==> src/rtl/fifo_arb_pkg.sv <==
// Shared types and helpers for the FIFO write-side arbiter.
// Also used by the read-side scheduler's round-robin picker.
package fifo_arb_pkg;

  typedef enum logic {
    ARB_IDLE,
    ARB_BURST
  } arb_state_t;

  localparam int DEF_WIDTH     = 8;
  localparam int DEF_MAX_BURST = 4;
  localparam int RR_MAX        = 32;

  // First set bit after last, wrapping modulo n; returns last if none.
  function automatic int rr_next(
    input logic [RR_MAX-1:0] valid,
    input int                n,
    input int                last
  );
    int pick;
    int idx;
    pick = last;
    for (int k = RR_MAX; k >= 1; k--) begin
      if (k <= n) begin
        idx = (last + k) % n;
        if (valid[idx[4:0]]) pick = idx;
      end
    end
    return pick;
  endfunction

endpackage

==> src/rtl/rr_pick.sv <==
// Combinational round-robin priority picker.
// Scans upward from last+1, wrapping modulo NUM_REQ.
module rr_pick
  import fifo_arb_pkg::*;
#(
  parameter int  NUM_REQ = 4,
  localparam int IDW     = $clog2(NUM_REQ)
) (
  input  logic [NUM_REQ-1:0] valid,
  input  logic [IDW-1:0]     last,
  output logic [IDW-1:0]     idx,
  output logic               any
);

  logic [RR_MAX-1:0] vext;

  always_comb begin
    vext = '0;
    vext[NUM_REQ-1:0] = valid;
    idx = IDW'(rr_next(vext, NUM_REQ, int'(last)));
    any = |valid;
  end

endmodule

==> src/rtl/fifo_wr_arbiter.sv <==
// Round-robin burst arbiter sharing one FIFO write port.
// One bubble cycle separates consecutive grants.
module fifo_wr_arbiter
  import fifo_arb_pkg::*;
#(
  parameter int  NUM_REQ   = 4,
  parameter int  WIDTH     = DEF_WIDTH,
  parameter int  MAX_BURST = DEF_MAX_BURST,
  localparam int IDW       = $clog2(NUM_REQ)
) (
  input  logic                     clk,
  input  logic                     rst_n,
  input  logic [NUM_REQ-1:0]       req_valid,
  input  logic [NUM_REQ*WIDTH-1:0] req_data,
  output logic [NUM_REQ-1:0]       req_ready,
  input  logic                     fifo_full,
  output logic                     fifo_wr_en,
  output logic [WIDTH-1:0]         fifo_data_in,
  output logic [IDW-1:0]           grant_id,
  output logic                     grant_active
);

  localparam int BW = $clog2(MAX_BURST + 1);
  localparam logic [BW-1:0] LAST_BEAT =
    BW'(MAX_BURST - 1);

  arb_state_t     state;
  arb_state_t     state_n;
  logic [IDW-1:0] grant_n;
  logic [IDW-1:0] last_grant;
  logic [IDW-1:0] last_n;
  logic [IDW-1:0] pick_idx;
  logic           pick_any;
  logic [BW-1:0]  beat_cnt;
  logic [BW-1:0]  beat_n;
  logic           own_valid;
  logic           xfer;
  logic [WIDTH-1:0] slot [NUM_REQ];

  for (genvar i = 0; i < NUM_REQ; i++) begin : g_slot
    assign slot[i] = req_data[i*WIDTH +: WIDTH];
  end

  rr_pick #(
    .NUM_REQ (NUM_REQ)
  ) u_pick (
    .valid (req_valid),
    .last  (last_grant),
    .idx   (pick_idx),
    .any   (pick_any)
  );

  assign grant_active = (state == ARB_BURST);
  assign own_valid    = req_valid[grant_id];
  assign xfer         = grant_active & own_valid
                      & ~fifo_full;
  assign fifo_wr_en   = xfer;
  assign fifo_data_in = grant_active ?
                        slot[grant_id] : '0;

  always_comb begin
    req_ready = '0;
    if (grant_active && !fifo_full)
      req_ready[grant_id] = 1'b1;
  end

  // A stall (full with valid high) holds state and budget.
  always_comb begin
    state_n = state;
    grant_n = grant_id;
    last_n  = last_grant;
    beat_n  = beat_cnt;
    unique case (state)
      ARB_IDLE: begin
        if (pick_any) begin
          state_n = ARB_BURST;
          grant_n = pick_idx;
          last_n  = pick_idx;
          beat_n  = '0;
        end
      end
      ARB_BURST: begin
        if (!own_valid) begin
          state_n = ARB_IDLE;
        end else if (xfer) begin
          if (beat_cnt == LAST_BEAT) begin
            state_n = ARB_IDLE;
            beat_n  = '0;
          end else begin
            beat_n = beat_cnt + 1'b1;
          end
        end
      end
      default: state_n = ARB_IDLE;
    endcase
  end

  always_ff @(posedge clk or negedge rst_n) begin
    if (!rst_n) begin
      state      <= ARB_IDLE;
      grant_id   <= '0;
      last_grant <= IDW'(NUM_REQ - 1);
      beat_cnt   <= '0;
    end else begin
      state      <= state_n;
      grant_id   <= grant_n;
      last_grant <= last_n;
      beat_cnt   <= beat_n;
    end
  end

endmodule

==> config.mk <==
export PLATFORM = sky130hd
export DESIGN_NAME = fifo_wr_arbiter
export DESIGN_NICKNAME = d
export VERILOG_FILES = /design/src/rtl/fifo_arb_pkg.sv /design/src/rtl/rr_pick.sv /design/src/rtl/fifo_wr_arbiter.sv
export SDC_FILE = /design/constraint.sdc
export NUM_CORES = 1
export LEC_CHECK = 0
export CAP_MARGIN = 0
export CORE_MARGIN = 5
export CORE_UTILIZATION = 37
export CTS_CLUSTER_SIZE = 30
export DETAILED_ROUTE_END_ITERATION = 10
export PLACE_DENSITY = 0.84
export SLEW_MARGIN = 0
export SYNTH_ARGS = -nofsm -noshare
export SYNTH_HDL_FRONTEND = slang
export SYNTH_SLANG_ARGS = --single-unit
==> constraint.sdc <==
create_clock -name clk -period 2.55 [get_ports clk]
set_input_delay 0.255 -clock clk [delete_from_list [all_inputs] [get_ports clk]]
set_output_delay 0.255 -clock clk [all_outputs]
set_load 0.02 [all_outputs]
* Word level (Yosys, flattened, before mapping)
Index checks and enable logic that the tools add are counted.
** Operators by class
- Eq/ne operators :: 4
- Multiplexer cells :: 31
- Add/subtract/negate cells :: 5
- Bitwise operators :: 9
- $lt $le $gt $ge :: 7
- Reduce and logical (&&, ||, !) cells :: 10
** Operators by type and width (number)
- less-than comparator 5 x 6 -> 1 bit, second input constant :: 4
- 2-to-1 mux 8 bit :: 3
- binary-select mux 8 bit (select 2 bit) :: 1
- binary-select mux 1 bit (select 3 bit) :: 4
- 2-to-1 mux 3 bit :: 4
- 2-to-1 mux 1 bit :: 10
- 2-to-1 mux 2 bit :: 4
- OR reduction 2 bit :: 4
- case mux 3 bit (2 select lines) :: 1
- adder 2 x 1 -> 2 bit, second input constant :: 2
- adder 2 bit, second input constant :: 2
- bitwise AND 1 bit, first input constant :: 4
- 2-to-1 mux 4 bit :: 1
- != test 2 bit, second input constant :: 2
- OR reduction 4 bit :: 1
- adder 3 x 1 -> 3 bit, second input constant :: 1
- equality test 3 x 2 -> 1 bit, second input constant :: 1
- greater-or-equal comparator 3 bit, second input constant :: 1
- less-than comparator 2 x 3 -> 1 bit, second input constant :: 1
- NOT 2 -> 3 bit :: 1
- AND reduction 3 bit :: 1
- bitwise AND 1 bit :: 2
- binary-select mux 1 bit (select 2 bit) :: 1
- demux 1 bit (select 2 bit) :: 1
- 7 further kinds :: 9
** Storage, ports and cells
- Output and inout port bits :: 16
- Word-level logic and storage cells :: 70
- Register bits after elaboration :: 8

* Longest topological paths before layout
Gate-level depths: netlist of run 1.
- Depth after elaboration :: 9
- Depth in mapped cells :: 6

* Modules after synthesis
A second synthesis of run 1 with hierarchy kept.
** Unflattened totals
- Cell total of the unflattened synthesis :: 75
- Area total of the unflattened synthesis :: 770.7 um^2
** By module, submodules not included
- fifo_wr_arbiter :: area an instance 698.2 um^2, cells an instance 61, instances 1
- rr_pick :: area an instance 72.6 um^2, cells an instance 14, instances 1

* Worst setup path after synthesis of run 1
OpenSTA, ideal clock, no wires.
- Path type :: flip-flop to output port
- From :: reg grant_id[0]
- To :: out fifo_data_in[3]
- Slack :: 873 ps
- Buffers on the path :: 2
- Cell stages (with the launch flop) :: 5
- Data arrival time :: 1422 ps
- Data required time :: 2295 ps
- Cells stage by stage :: dfrtp_1 -> buf_6 -> buf_12 -> mux4_2 -> and2_1
** Between the ends
- Word-level cells in the longest chain between the ends :: 5
** RTL lines
- start: declaration :: RTL line fifo_wr_arbiter.sv:19 : output logic [IDW-1:0] grant_id,
- start signal: assignment :: RTL line fifo_wr_arbiter.sv:106 : grant_id <= grant_n;
- NOT 2 -> 3 bit (not written as such) :: RTL line fifo_wr_arbiter.sv:59 : slot[grant_id] : '0;
- binary-select mux 8 bit (select 2 bit) :: RTL line fifo_wr_arbiter.sv:59
- 2-to-1 mux 8 bit (not written as such) (2 in series) :: RTL line fifo_wr_arbiter.sv:59
- 2-to-1 mux 8 bit :: RTL line fifo_wr_arbiter.sv:58 : assign fifo_data_in = grant_active ?
- end: declaration :: RTL line fifo_wr_arbiter.sv:18 : output logic [WIDTH-1:0] fifo_data_in,
Every way passes these cells. The select of a mux whose other input is x is not followed.

* Final worst setup path of run 1
- From :: reg grant_id[0]
- To :: out fifo_data_in[2]
The elaborated chain is that of the path after synthesis.

==> results of run 1 <==
## where the power goes
part           internal (mW)  switching [mW]  total [mW]  leakage, nW
Sequential             0.201           0.124       0.325       0.0944
Combinational          0.485           0.382       0.867        0.433
Clock                 0.0599          0.0435       0.103       0.0150
## sequential cells by signal, indices dropped and copies added, names as in the netlist
| signal | cells |
|---|---|
| grant_active | 1 |
| beat_cnt | 3 |
| last_grant | 2 |
| grant_id | 2 |
## through the flow
stage | total power [mW] | instances | area [µm²] | hold WS, ns | util
floorplan | 0.877 | 77 | 788 | -0.0406 | -
global placement | 1.17 | 154 | 1330 | 0.500 | 0.662
detailed placement | 1.20 | 154 | 1330 | 0.510 | 0.662
CTS | 1.30 | 158 | 1350 | 0.284 | 0.676
global route | 1.38 | 158 | 1350 | 0.295 | 0.676
finish | 1.30 | 158 | 1350 | 0.275 | 0.676
## routing by layer
metal  global-route usage  vias to the layer above
met4               0.0203                        0
li1                     -                      399
met2                0.275                       57
met5                    0                        -
met3               0.0418                        0
met1                0.222                      399
## layout make-up
cell class / count / area (µm²) / area share
Sequential cell: 8 / 204 / 0.151
Multi-Input combinational cell: 61 / 529 / 0.391
Tap cell: 27 / 33.8 / 0.0250
Timing Repair Buffer: 55 / 548 / 0.405
Clock buffer: 4 / 26.3 / 0.0194
Inverter: 3 / 11.3 / 0.00833
## cell families after synthesis
kind of cell,Yosys count,synth area share
AOI/OAI and AO/OA,14,0.132
adders and majority gates,1,0.0159
buffers and inverters,8,0.0714
DFF,8,0.257
muxes,9,0.276
and+or+nand+nor,37,0.248
## synthesized netlist by cell type
cell type	number
nand3_1	5
buf_12	1
o311ai_0	1
o31a_1	1
and2_1	8
nand2_2	1
clkbuf_1	1
o21ai_0	2
o211ai_1	1
o32ai_1	1
buf_2	2
ha_1	1
nor3b_1	2
dfstp_2	2
inv_1	3
dfrtp_1	6
a21o_1	1
a21boi_0	1
nor2_1	6
and3b_2	1
and3_2	1
a31oi_1	2
nor2b_1	3
o31ai_2	1
mux4_1	4
a21oi_1	2
nand2b_1	1
nand2_1	9
mux4_2	5
buf_6	1
a311o_1	1
## final timing paths
path / start / end / slack (ns) / cells after the start
worst min-delay path: rst_n / grant_id[1]$_DFFE_PN0P_ / 0.28 / 1
worst max register to register: grant_active$_DFF_PN0_ / beat_cnt[0]$_DFFE_PN0P_ / 1.11 / 3
min in group clk: beat_cnt[0]$_DFFE_PN0P_ / beat_cnt[0]$_DFFE_PN0P_ / 0.52 / 1
max in group asynchronous: rst_n / last_grant[0]$_DFFE_PN1P_ / 1.97 / 1
worst max-delay path: grant_id[0]$_DFFE_PN0P_ / fifo_data_in[2] / 0.18 / 3
worst min register to register: beat_cnt[0]$_DFFE_PN0P_ / beat_cnt[0]$_DFFE_PN0P_ / 0.52 / 1
==> impl_results.md, run 1 <==
- Outcome: finished clean
- First-pass GRT wire length: 4.14 mm
- Total inserted antenna cells: 0
- Post-Route WL: between 2 and 3 mm
- Top delay family on crit path: multiplexers
- Nets: 172
- Post-CTS sizing: 1
- Post-Syn Area: a little under 800 µm²
- Syn avg cell area: ~10 µm²
- Detailed Place HPWL: around 2.1 mm
- CP Cell Sequence: mux4_1 > and2_1 > clkdlybuf4s50_1
- RSZ-0062 raised after global routing: no
- Clock Tree Root: clkbuf_4
- Metal-1 WL: around 1.2 mm
- CP endpoint kind: primary output
- Commonest non-fill, non-tap cell in the layout: clkdlybuf4s50_1
- Largest net degree at the start of global routing: 16
- Port buffer count: 54
- Post-CTS setup buffers: 0
- CP required: ~2.3 ns
- Yosys cell types: 31
- Path type of the worst setup path: flip-flop to primary output
- WL met3: 242 µm
- Core area: approximately 0.0020 mm²
- Clk_skew: between 0.008 and 0.009 ns
- Die Area: between 0.003 and 0.004 mm²
- Synth top area cells: dfrtp_1 (19%), mux4_2 (14%), mux4_1 (13%)
- Fin. Hold Viols: 0
- Drt pass-1 iters: 4
- Post-CTS Hold Buffers: 0
- Antenna-violating nets left: 0
- Number of global-route vias before repair: roughly 880
- Setup WS post-layout: ~0.18 ns
- Initial Util: 0.394
- Fmax: 0.421 GHz
- Max-slew violations: 0
- CTS max path bufs: 2
- Seq cells post-synth: 8
- Row count: 16
- Bufs and invs on worst path: 1
- Top sig layer: met3
- Clk pin slew, worst setup/hold paths: 0.06 ns
- Global route overflow: 0
- Area grow syn2layout: 71.6%
- Net Count, Synth: 117
- Period minus WS final: roughly 2.4 ns
- Num CTS Buffers: 3
- Ports: between 50 and 60
- Crit-path max cell delay: roughly 0.59 ns
- Drt first-iter violations: 26
- Worst min path class: input pin to async pin
- Largest area contributor in the synthesized netlist: dfrtp_1
- DR vias/cell: approximately 5.4
- Worst-margin pin slew: roughly 0.37 ns
- Setup TNS: 0 ns
- Critical Path AT: ~2.1 ns
- P per Cell Area: about 960 mW/mm²
- Post-synthesis sequential area ratio: 0.257
- Synth Instances: 77
- CTS sink cnt: 8
- Commonest non-fill, non-tap cells in the layout: clkdlybuf4s50_1 (54), nand2_1 (9), and2_1 (8)
- CP Max Fanout: 15
- Die Y: around 56 µm
- Number of setup violations in the final report: 0
- Share of the synthesized area in the top cell type: 0.190
- Max-cap violation count: 0
- WL/cell: 16.2 µm
- Tcrit/Tclk final: 0.931
- Fillers: 172
- Routability Congestion: 0.852
- Layout cells sized above 1: 0.122
- Max VDD drop: ~0.00052 V
- Clk Latency, worst-skew pair: approximately 0.25 ns
- CP Launch Type: flip-flop
- Met2 routed WL: 1.13 mm
- Slowest-stage cell, CP: mux4_1
- Max transition margin: 0.753
- TritonCTS clock tree: built
- Die W: 56.2 µm
- Setup slack at placement: about 0.23 ns
- Antenna violations before repair: 0
- DRC: 0
- H-tree depth: 1
- Synthesis warning total: 0
- Detailed-route via count: approximately 860
- Static leakage: ~0.54 nW
- Overall Global Routing Usage: 0.166
Power figures use the tool's default switching activity.
==> run 2, diff against run 1 <==
CORE_MARGIN = not set   (was 5)
MAX_ROUTING_LAYER = met4   (was not set)
==> run 2 against run 1 <==
Net effect: register-to-register slack better by 0.02 ns; worst hold slack got worse by 0.012 ns; via count decreased by 0.70%; largest cell class unchanged; design area did not move; die area down 26%; maximum frequency shrank 0.54%; count of clock-buffer cells in the layout is the same.
==> impl_results.md, run 2 (synthesis results as in run 1) <==
- Detailed Place HPWL: 1.76 mm (-18%)
- Post-CTS setup buffers: 0 (unchanged)
- Largest regs: beat_cnt: 3 flops, grant_id: 2 flops, last_grant: 2 flops
- Clk Latency, worst-skew pair: 0.26 ns (about the same)
- Critical Path AT: 2.13 ns (about the same)
- Overall Global Routing Usage: 0.190 (+0.0247)
- Commonest non-fill, non-tap cells in the layout: clkdlybuf4s50_1 (54), nand2_1 (9), and2_1 (8)
- Setup TNS: 0 ns (unchanged)
- Final hold slack: 0.263 ns (-0.0124 ns)
- Fmax: 0.419 GHz (-0.54%)
- Die W: 48.2 µm (-14%)
- Post-CTS sizing: 1 (unchanged)
- Worst-margin pin slew: 0.386 ns (+0.0169 ns)
- WL/cell: 14.0 µm (-13%)
- CP required: 2.30 ns (about the same)
- Max transition margin: 0.742 (-0.0113)
- Global route overflow: 0 (unchanged)
- Max-cap violation count: 0 (unchanged)
- Fin. Hold Viols: 0 (unchanged)
- CTS sink cnt: 8 (unchanged)
- Max-slew violations: 0 (unchanged)
- RSZ-0062 raised after global routing: no
- DRC: 0 (unchanged)
- Layout cells sized above 1: 0.122 (unchanged)
- Largest net degree at the start of global routing: 16 (unchanged)
- CP endpoint kind: primary output
- Outcome: finished clean
- Detailed-route via count: 849 (-0.70%)
- First-pass GRT wire length: 3.02 mm (-27%)
- Initial Util: 0.398 (+0.00398)
- Clock Tree Root: clkbuf_4
- Worst min path class: input pin to async pin
- Antenna violations before repair: 0 (unchanged)
- Commonest non-fill, non-tap cell in the layout: clkdlybuf4s50_1
- Static leakage: 0.543 nW (unchanged)
- Core area: 0.00198 mm² (-1.0%)
- Die Y: 48.2 µm (-14%)
- Row count: 16 (unchanged)
- P per Cell Area: 949 mW/mm² (-0.89%)
- Clk_skew: 0.00480 ns (-0.00385 ns)
- Ports: 55 (unchanged)
- Antenna-violating nets left: 0 (unchanged)
- CP Max Fanout: 15 (unchanged)
- Nets: 172 (unchanged)
- Total inserted antenna cells: 0 (unchanged)
- Post-CTS Hold Buffers: 0 (unchanged)
- Num CTS Buffers: 3 (unchanged)
- Largest register by flop count: beat_cnt
- CP Launch Type: flip-flop
- Number of setup violations in the final report: 0 (unchanged)
- Max VDD drop: 0.000633 V (+22%)
- Post-Route WL: 2.21 mm (-13%)
- Die Area: 0.00232 mm² (-26%)
- Utilization after layout: 0.682 (+0.00682)
- Port buffer count: 54 (unchanged)
- Max FFs per register: 3 (unchanged)
- Area grow syn2layout: 71.6% (unchanged)
- H-tree depth: 1 (unchanged)
- CTS max path bufs: 2 (unchanged)
- Clk pin slew, worst setup/hold paths: 0.06 ns (about the same)
- Tcrit/Tclk final: 0.936 (+0.00507)
- Routability Congestion: 0.902 (+5.9%)
- Drt pass-1 iters: 4 (unchanged)
- TritonCTS clock tree: built
- Number of global-route vias before repair: 735 (-16%)
- Period minus WS final: 2.39 ns (+0.0129 ns)
- Drt first-iter violations: 33 (+27%)
- Path type of the worst setup path: flip-flop to primary output
- DR vias/cell: 5.37 (-0.70%)
-- run 2: cell counts in the layout (fill, tap and decap cells not counted) --
Identical to the previous run, type by type.
-- run 2: layout make-up --
type	count	area, µm²
Clock buffer	4	26.3
Multi-Input combinational cell	61	529
Sequential cell	8	204
Tap cell	27	33.8
Inverter	3	11.3
Timing Repair Buffer	55	548
Fill cell	144	629
-- run 2: report_power, final --
part | total (mW) | internal [mW] | switching, mW
Clock | 0.108 | 0.0602 | 0.0482
Sequential | 0.319 | 0.201 | 0.118
Combinational | 0.857 | 0.486 | 0.371
Total | 1.28 | 0.747 | 0.538
-- run 2: routing by layer --
metal | up-vias | wire length (µm) | global-route usage
met1 | 395 | 926 | 0.220
met2 | 51 | 998 | 0.309
li1 | 401 | - | -
met3 | 2 | 266 | 0.0481
met5 | - | 0 | -
met4 | 0 | 17 | 0.0833
-- run 2: critical path, cell delays in order, from the launching register on --
cell             delay [ns]
dfrtp_2                0.57
mux4_1                 0.60
and2_1                 0.17
clkdlybuf4s50_1        0.52
-- run 2: final timing paths --
check                                   startpoint  cells past startpoint                        end  slack (ns)
setup / recovery           grant_id[0]$_DFFE_PN0P_                      3            fifo_data_in[0]        0.16
min in group clk           beat_cnt[0]$_DFFE_PN0P_                      1    beat_cnt[0]$_DFFE_PN0P_        0.52
max in group asynchronous                    rst_n                      1  last_grant[1]$_DFFE_PN1P_        1.99
hold / removal                               rst_n                      1    grant_id[1]$_DFFE_PN0P_        0.26
hold reg to reg            beat_cnt[0]$_DFFE_PN0P_                      1    beat_cnt[0]$_DFFE_PN0P_        0.52
setup reg to reg            grant_active$_DFF_PN0_                      3    beat_cnt[0]$_DFFE_PN0P_        1.13
-- run 2: metrics by stage --
step                setup WS, ns  total power [mW]  instance area [µm²]  std cells
CTS                        0.131              1.29                 1350        158
detailed placement         0.219              1.18                 1330        154
global route             0.00449              1.40                 1350        158
finish                     0.163              1.28                 1350        158
global placement           0.276              1.16                 1330        154
floorplan                  0.873             0.877                  788         77
==> run 3, diff against run 2 <==
CORE_UTILIZATION = 35   (was 37)
PLACE_DENSITY = 0.8   (was 0.84)
clock period = 2.6 ns   (was 2.55 ns; I/O delays follow)
==> run 3 against run 2 <==
Net effect: sequential power down 7.8%; design area grew 0.28%; combinational power grew 3.2%; critical path depth unchanged; via count fell by 0.12%; global-route usage is 0.88 points higher; worst setup slack improved by 0.037 ns; final cell count stayed put; sequential share of layout area is essentially flat; count of clock-buffer cells in the layout is 1 lower; routed wire length rose by 3.5%; critical path type unchanged.
==> impl_results.md, run 3 (synthesis results as in run 1) <==
- Outcome: finished clean
- Overall Global Routing Usage: 0.199 (+0.00877)
- Die Y: 49.5 µm (+2.7%)
- Non-filler cells, final: 158 (unchanged)
- Ports: 55 (unchanged)
- Clk Latency, worst-skew pair: 0.25 ns (about the same)
- Routing usage on met1: 0.265 (+0.0443)
- RSZ-0062 raised after global routing: no
- Detailed-route via count: 848 (-0.12%)
- Clk pin slew, worst setup/hold paths: 0.05 ns (about the same)
- Final hold slack: 0.279 ns (+0.0165 ns)
- Clk_skew: 0.00674 ns (+0.00193 ns)
- P per Cell Area: 936 mW/mm² (-1.4%)
- Period minus WS final: between 2 and 2.5 ns
- Detailed Place HPWL: 1.82 mm (+3.3%)
- Drt first-iter violations: 15 (-55%)
- CTS sink cnt: 8 (unchanged)
- CP Max Fanout: 15 (unchanged)
- Post-Route WL: 2.29 mm (+3.5%)
- Max FFs per register: 3 (unchanged)
- Area grow syn2layout: 72.1%
- Number of global-route vias before repair: 829 (+13%)
- Num CTS Buffers: 3 (unchanged)
- Max-slew violations: 0 (unchanged)
- Most crowded layer after global routing: met2
- Met3 GRT Util: 0.0586 (+0.0105)
- Antenna violations before repair: 0 (unchanged)
- CP required: 2.34 ns (+0.04 ns)
- Routability Congestion: 0.908 (+0.63%)
- Critical Path AT: 2.14 ns (about the same)
- Drt pass-1 iters: 4 (unchanged)
- Core area: 0.00204 mm² (+3.0%)
- Fmax: between 0.4 and 0.5 GHz
- Path type of the worst setup path: flip-flop to primary output
- Nets: 173 (+0.58%)
- CP Launch Type: flip-flop
- CTS max path bufs: 2 (unchanged)
- Worst-margin pin slew: 0.351 ns (-0.0354 ns)
- Worst min path class: input pin to async pin
- Row count: 16 (unchanged)
- Static leakage: 0.546 nW (+0.65%)
- Largest net degree at the start of global routing: 16 (unchanged)
- Post-CTS setup buffers: 0 (unchanged)
- H-tree depth: 1 (unchanged)
- Max VDD drop: 0.000623 V (-1.6%)
- Die W: 49.5 µm (+2.7%)
- Largest regs: beat_cnt: 3 flops, grant_id: 2 flops, last_grant: 2 flops
- First-pass GRT wire length: 3.69 mm (+22%)
- Max-cap violation count: 0 (unchanged)
- TritonCTS clock tree: built
- DR vias/cell: 5.37 (-0.12%)
- Commonest non-fill, non-tap cells in the layout: clkdlybuf4s50_1 (54), nand2_1 (9), and2_1 (8)
- Clock Tree Root: clkbuf_4
- Fillers: 172 (+19%)
- Number of setup violations in the final report: 0 (unchanged)
- Tcrit/Tclk final: 0.923
- Fin. Hold Viols: 0 (unchanged)
- Commonest non-fill, non-tap cell in the layout: clkdlybuf4s50_1
- Crit-path max cell delay: 0.61 ns (about the same)
- Antenna-violating nets left: 0 (unchanged)
- Total inserted antenna cells: 0 (unchanged)
- Max transition margin: 0.766 (+0.0234)
- WL/cell: 14.5 µm (+3.5%)
- Port buffer count: 54 (unchanged)
- Placed cells: 155 (+0.65%)
- Largest register by flop count: beat_cnt
- Setup TNS: 0 ns (unchanged)
- Global route overflow: 0 (unchanged)
- Utilization after layout: 0.664 (-0.0182)
- Initial Util: 0.386 (-0.0117)
- Layout cells sized above 1: 0.130 (+0.00763)
- CP endpoint kind: primary output
- Die Area: 0.00245 mm² (+5.5%)
- DRC: 0 (unchanged)
- Slowest-stage cell, CP: mux4_1
- CP Cell Sequence: mux4_1 > and2_1 > clkdlybuf4s50_1
- Met2 GRT Util: 0.313 (+0.00345)
-- run 3: layout make-up --
cell class                 instances  area [µm²]  area share
clock buffer                       3        22.5      0.0166
inverter                           3        11.3     0.00830
multi-input combinational         61         529       0.390
sequential                         8         204       0.150
tap                               27        33.8      0.0249
timing repair buffer              56         556       0.410
-- run 3: worst paths after layout --
check	startpoint	to	slack (ns)	depth (start not counted)
max in group asynchronous	rst_n	last_grant[1]$_DFFE_PN1P_	2.01	1
min in group clk	beat_cnt[0]$_DFFE_PN0P_	beat_cnt[0]$_DFFE_PN0P_	0.50	1
min	rst_n	grant_id[1]$_DFFE_PN0P_	0.28	1
min reg2reg	beat_cnt[0]$_DFFE_PN0P_	beat_cnt[0]$_DFFE_PN0P_	0.50	1
max	grant_id[0]$_DFFE_PN0P_	fifo_data_in[0]	0.20	3
max reg2reg	grant_id[0]$_DFFE_PN0P_	beat_cnt[0]$_DFFE_PN0P_	1.21	4
-- run 3: metal layers --
metal,routed length (µm),share of wire
met1,1050,0.46
met2,987,0.43
met3,246,0.11
met4,0,0
met5,0,0
-- run 3: where the power goes --
part | internal (mW) | switching [mW]
clock network | 0.0527 | 0.0399
logic | 0.487 | 0.396
registers | 0.197 | 0.0964
-- run 3: worst max-delay path: cells and delay by family (launching register included) --
kind                   cells  cell delay (ns)
multiplexers               1             0.61
flip-flops                 1             0.57
buffers and inverters      1             0.53
AND/OR/NAND/NOR            1             0.17
-- run 3: stage by stage --
stage | instance area, µm² | total power, mW | worst slack, ns
CTS | 1360 | 1.28 | 0.180
floorplan | 788 | 0.860 | 0.918
global placement | 1330 | 1.16 | 0.293
finish | 1360 | 1.27 | 0.200
global route | 1360 | 1.36 | 0.123
detailed placement | 1330 | 1.18 | 0.255
-- run 3: what timing repair did --
action / 4_1_cts / 5_1_grt
hold buffers: 0 / 0
gates resized for setup: 1 / 0
endpoints found under the setup margin: 1 / 0
hold endpoints to repair: 0 / 0
